$ cat config.mk
export PLATFORM = sky130hd
export DESIGN_NAME = seg_scan_ctrl
export DESIGN_NICKNAME = d
export VERILOG_FILES = /design/src/rtl/seg_scan_ctrl.sv
export SDC_FILE = /design/constraint.sdc
export NUM_CORES = 1
export LEC_CHECK = 0
export CAP_MARGIN = 40
export CORE_MARGIN = 1.5
export CORE_UTILIZATION = 48
export CTS_BUF_LIST = sky130_fd_sc_hd__clkbuf_16
export DETAILED_ROUTE_END_ITERATION = 6
export PLACE_DENSITY_LB_ADDON = 0.3
export SLEW_MARGIN = 20
export SYNTH_ARGS = -nofsm -noshare
export SYNTH_HDL_FRONTEND = slang
export SYNTH_SLANG_ARGS = --single-unit
$ cat constraint.sdc
create_clock -name clk -period 2.6 [get_ports clk]
set_clock_uncertainty 0.15 [all_clocks]
set_input_delay 0.52 -clock clk [delete_from_list [all_inputs] [get_ports clk]]
set_output_delay 0.52 -clock clk [all_outputs]
set_load 0.03 [all_outputs]
$ cat src/rtl/seg_scan_ctrl.sv
// Time-multiplexed scan controller for a 4-digit common-anode 7-segment display.
// Optional leading-zero blanking of the hour-tens digit when SEG_SCAN_LZB_EN is defined.
module seg_scan_ctrl #(
    parameter int REFRESH_DIV  = 100000,
    parameter int BLANK_CYCLES = 16
) (
    input  logic        clk,
    input  logic        rst,
    input  logic        en,
    input  logic [15:0] digits_in,
    input  logic [3:0]  dp_in,
    output logic [3:0]  bcd_out,
    output logic [3:0]  an_n,
    output logic        dp_n,
    output logic        frame_tick
);

    localparam int CW = $clog2(REFRESH_DIV);
    localparam logic [CW-1:0] CNT_LAST   = CW'(REFRESH_DIV - 1);
    localparam logic [CW-1:0] BLANK_LAST = CW'(BLANK_CYCLES - 1);

    typedef enum logic [1:0] {IDLE, BLANK, SHOW} state_t;

    state_t        state, state_nx;
    logic [CW-1:0] cnt, cnt_nx;
    logic [1:0]    sel, sel_nx;
    logic [15:0]   snap, snap_nx;
    logic [3:0]    dp_snap, dp_snap_nx;
    logic [3:0]    digit_nx, bcd_nx, an_nx;
    logic          dp_nx, tick_nx, lzb_blank;

    // Outputs are derived from the next-state values so they register on the
    // same edge as the state they describe.
    always_comb begin
        // NOTE: every signal gets a default first so no path leaves it unassigned (no latch).
        state_nx   = state;
        cnt_nx     = cnt;
        sel_nx     = sel;
        snap_nx    = snap;
        dp_snap_nx = dp_snap;
        tick_nx    = 1'b0;

        if (!en) begin
            state_nx = IDLE;
            cnt_nx   = '0;
            sel_nx   = '0;
        end else if (state == IDLE) begin
            state_nx   = BLANK;
            cnt_nx     = '0;
            sel_nx     = '0;
            snap_nx    = digits_in;
            dp_snap_nx = dp_in;
            tick_nx    = 1'b1;
        end else if (cnt == CNT_LAST) begin
            state_nx = BLANK;
            cnt_nx   = '0;
            sel_nx   = sel + 2'd1;
            if (sel == 2'd3) begin
                snap_nx    = digits_in;
                dp_snap_nx = dp_in;
                tick_nx    = 1'b1;
            end
        end else begin
            cnt_nx = cnt + 1'b1;
            if (state == BLANK && cnt == BLANK_LAST)
                state_nx = SHOW;
        end

        digit_nx = snap_nx[sel_nx*4 +: 4];

`ifdef SEG_SCAN_LZB_EN
        lzb_blank = (sel_nx == 2'd3) && (digit_nx == 4'd0);
`else
        lzb_blank = 1'b0;
`endif

        bcd_nx = (state_nx == IDLE) ? 4'd0 : digit_nx;
        an_nx  = 4'b1111;
        dp_nx  = 1'b1;
        // Invalid BCD would light every segment through the decoder, so keep it dark.
        if (state_nx == SHOW && digit_nx <= 4'd9) begin
            dp_nx = ~dp_snap_nx[sel_nx];
            if (!lzb_blank)
                an_nx = ~(4'b0001 << sel_nx);
        end
    end

    // NOTE: sequential state uses non-blocking assignments so all registers update together.
    always_ff @(posedge clk or posedge rst) begin
        if (rst) begin
            state      <= IDLE;
            cnt        <= '0;
            sel        <= '0;
            snap       <= '0;
            dp_snap    <= '0;
            bcd_out    <= '0;
            an_n       <= 4'b1111;
            dp_n       <= 1'b1;
            frame_tick <= 1'b0;
        end else begin
            state      <= state_nx;
            cnt        <= cnt_nx;
            sel        <= sel_nx;
            snap       <= snap_nx;
            dp_snap    <= dp_snap_nx;
            bcd_out    <= bcd_nx;
            an_n       <= an_nx;
            dp_n       <= dp_nx;
            frame_tick <= tick_nx;
        end
    end

endmodule

Word-level counts from Yosys, hierarchy flattened --
Index checks and enable logic that the tools add are counted.
Word-level totals: bits in registers 51, logic and storage cells 53
Cells by class: add/sub/neg operators 2, magnitude comparators 2, equality and inequality tests 5, shift-type cells 2, multiplexer cells 27, bitwise operators 2, reductions and logical operators 4
Operators by type and width (count):
- $mux 16 | 4
- $mux 17 | 3
- $mux 4 | 6
- $add 17x1->17 const B | 1
- $eq 17x17->1 const B | 1
- $eq 17x4->1 const B | 1
- $shiftx 16x5->4 | 1
- $mux 2 | 7
- $mux 1 | 6
- $eq 2x2->1 const B | 2
- $le 4x4->1 const B | 1
- $logic_not 2->1 | 2
- $not 4->4 | 1
- $shl 1x2->4 const A | 1
- $lt 2x3->1 const B | 1
- $add 2x1->2 const B | 1
- $bmux 1 s2 | 1
- $eq 2x1->1 const B | 1
- $logic_and 1x1->1 | 2
- $not 1->1 | 1

Longest topological paths before layout --
depth in word-level cells 9, gate-level depth with buffers 12, depth with buffers taken out 8

Worst setup path after synthesis --
OpenSTA, ideal clock, no wires.
kind input-to-reg, from input en, to register an_n[0], setup time 0.086 ns, data arrival time 2.228 ns, data required time 2.364 ns, slack 0.137 ns, cell stages on the path 12, path buffers 5, cells stage by stage buf_6 and2_4 buf_6 and3_1 buf_6 a22o_4 buf_6 buf_6 mux2i_1 o22ai_1 o22ai_2 nand2_1
On the way: word-level cells in the longest chain between the ends 5
Ends and longest elaborated chain:
- from (decl) | RTL line 9 | input logic en,
- $mux 16 / $mux 2 (equally long branches) | RTL line 43 | if (!en) begin
- $shiftx 16x5->4 | RTL line 69 | digit_nx = snap_nx[sel_nx*4 +: 4];
- $le 4x4->1 | RTL line 81 | if (state_nx == SHOW && digit_nx <= 4'd9) begin
- $logic_and 1x1->1 | RTL line 81
- $mux 4 (*) | RTL line 81
- named net an_nx[0] | RTL line 29 | logic [3:0] digit_nx, bcd_nx, an_nx;
- to (signal assigned) | RTL line 107 | an_n <= an_nx;
- to (decl) | RTL line 13 | output logic [3:0] an_n,
The timed path passes the listed nets; every way through them passes the cells marked *.

Worst setup path after layout --
from input en, to register an_n[1]
The elaborated chain is that of the path after synthesis.

==> flow_summary.yaml <==
clock_tree:
  cts_made_buffers: 5
  cts_root_buf: "clkbuf_16"
  clock_path_buffers: 2
  clkLatencyLatePin_ns: 0.29
  clk_pin_slew_worst_paths_ns: 0.07
  holdBufCountCts: 0
  h-tree-depth: 2
  cts_setup_buffers: 0
  tritoncts: "yes"
  cts_resized: 0
  clock-sinks: 51
worst_setup_path:
  crit_fanout: 15
  worstSetupPathType: "in -> reg"
  path_cells: "clkdlybuf4s50_1, and2_4, and3_1, a22o_4, mux2i_1, o22ai_2, o22ai_2, nand2_1"
  arrival_ns: 2.49
  max_stage_delay_ns: 0.50
  cp_common_cell: "o22ai_2"
  cp-end-kind: "flop"
  crit_slowest_cell: "clkdlybuf4s50_1"
  required_ns: 2.67
  path_buf_inv: 1
  crit_family: "compound AO/OA/AOI/OAI gates"
  critPathLaunchType: "primary input"
sta:
  setup_viol: 0
  setup-tns-final_ns: 0
  period_needed_ns: 2.42
  hold_viol_final: 0
  holdWs_ns: 0.338
  fmaxAchievable_mhz: 413
  worst_slew_pin_slew_ns: 0.436
  setup_slack_ns: 0.178
  slew_headroom_pct: 70.2
  finalMaxSlewViolations: 0
  period_share_pct: 93.2
  rsz0062_at_grt: "no"
routing:
  dr_total_vias: 2070
  drtPass1Iterations: 4
  viasPerCell: 5.43
  drc: 0
  drt_iter0_drc: 189
  wl_per_cell_um: 15.1
  wl_um: 5770
  final_antenna_net_count: 0
synthesis:
  ys.flop_type: "dfrtp_1"
  syn-cell-area_sq_um: 2630
  ys_types: 46
  synth_edf_count: 0
  syn_inst: 262
  yosysTopAreaCell: "dfrtp_1"
  ys_warn_count: 0
  synth_top_area_share_pct: 43.7
  synthTopCellsByArea: "dfrtp_1 44%, dfstp_2 5.0%, nand3_1 4.0%"
  yosysMostFrequentCell: "dfrtp_1"
  ys_ff_latch: 51
  syn_area_per_cell_sq_um: 10.0
  synthTopCellsByCount: "46 x dfrtp_1, 27 x nor2_1, 21 x nand3_1"
  seq_area_frac_synth_pct: 48.7
  synth-async-reset-ratio_pct: 100
  syn-num-nets: 287
flow_run:
  maxCapViolCount: 0
placement:
  placement.setup.worst_slack_ns: -0.141
  io_buffers: 32
  finalWeightedCongestion: 0.896
  hpwl_um: 4200
finish:
  synthToLayoutAreaGrowth_pct: 25.4
  fillerInstances: 422
  antenna_cells: 0
  fin_nets: 335
  drive_gt1_share_pct: 18.0
power:
  power_density_nw_per_um2: 562
  irDropWorstVdd_v: 0.000345
  leakage_nw: 1.40
  power_w: 0.00185
global_route:
  grt_max_degree: 31
  overflow: 0
  first_global_vias: 2146
  grt_pass1_wl_um: 9930
  globalRouteTotalUtil_pct: 21.0
  antenna_found_initial: 0
die:
  rows: 26
  core_sq_um: 5200
  die_x_um: 77.1
  die_h_um: 77.1
  initial_core_util_pct: 50.6
  dieArea_sq_um: 5940
  ioPinCount: 33
min_path:
  min-delay-path-class: "reg -> reg"
outcome:
  status: "finished, final reports clean"
[state kept, by name, indices dropped and copies added, names as in the netlist]
| name | flops |
|---|---|
| state | 2 |
| bcd_out | 4 |
| dp_snap | 4 |
| frame_tick | 1 |
| sel | 2 |
| dp_n | 1 |
| cnt | 17 |
| an_n | 4 |
| snap | 16 |
[worst register-to-register path, stage by stage (launching register included)]
cell and delay (ns):
dfrtp_1 0.44, and3_1 0.25, and4_1 0.27, buf_4 0.20, and4_1 0.24, o21ai_1 0.27
o22ai_1 0.17, o22ai_2 0.26, nand2_1 0.09
[metal layers]
layer / global-route usage (%) / routed length [um]
met1: 26.1 / 2490
met2: 35.7 / 2910
met3: 3.81 / 267
met4: 9.64 / 102
met5: 0 / 0
[cell type report]
cell class / count / area [sq um] / area share (%)
repair buffers: 54 / 498 / 15.1
well taps: 70 / 87.6 / 2.65
multi-input cells: 189 / 1230 / 37.1
clock buffers: 5 / 125 / 3.79
flip-flops and latches: 51 / 1280 / 38.9
clock inverters: 3 / 47.5 / 1.44
inverters: 9 / 33.8 / 1.02
[final timing paths]
check | startpoint | end | slack (ns) | cells after the start
max | en | an_n[1] | 0.18 | 8
min | cnt[0] | cnt[0] | 0.34 | 1
max reg2reg | cnt[4] | an_n[1] | 0.19 | 8
min reg2reg | cnt[0] | cnt[0] | 0.34 | 1
max in group asynchronous | rst | an_n[0] | 1.31 | 3
min in group asynchronous | rst | frame_tick | 0.41 | 2
[through the flow]
stage / cells / utilization (%) / cell area [sq um]
6_report: 381 / 63.4 / 3300
5_1_grt: 381 / 63.4 / 3300
4_1_cts: 381 / 63.4 / 3300
3_5_place_dp: 373 / 60.1 / 3130
3_3_place_gp: 373 / 60.1 / 3130
2_1_floorplan: 262 / - / 2630
[logic make-up (layout without fill, tap and decap cells)]
group | Yosys count | count (layout) | share of synthesized area, %
DFF | 51 | 51 | 48.7
buffers and inverters | 22 | 71 | 4.70
AOI/OAI and AO/OA | 44 | 44 | 11.1
and+or+nand+nor | 113 | 113 | 22.9
xor gates and xnor gates | 16 | 16 | 5.32
adders and majority gates | 2 | 2 | 0.950
muxes | 14 | 14 | 6.32
[where the power goes]
| group | switching [W] | internal (W) | leakage [nW] |
|---|---|---|---|
| Sequential | 0.0000190 | 0.000845 | 0.647 |
| Combinational | 0.000117 | 0.000117 | 0.673 |
| Clock | 0.000298 | 0.000459 | 0.0844 |
[cells in the final DEF (no fill, tap or decap), drive strengths merged, types with 6 or more instances in the layout]
cell,count
mux2i,6
and3,7
clkdlybuf4s50,32
buf,22
or2,6
o21ai,13
nand2,20
nand3,21
dfrtp,46
mux2,8
nand4,9
xor2,11
nor2,27
o22ai,8
inv,10
a21oi,10
Power figures use the tool's default switching activity.
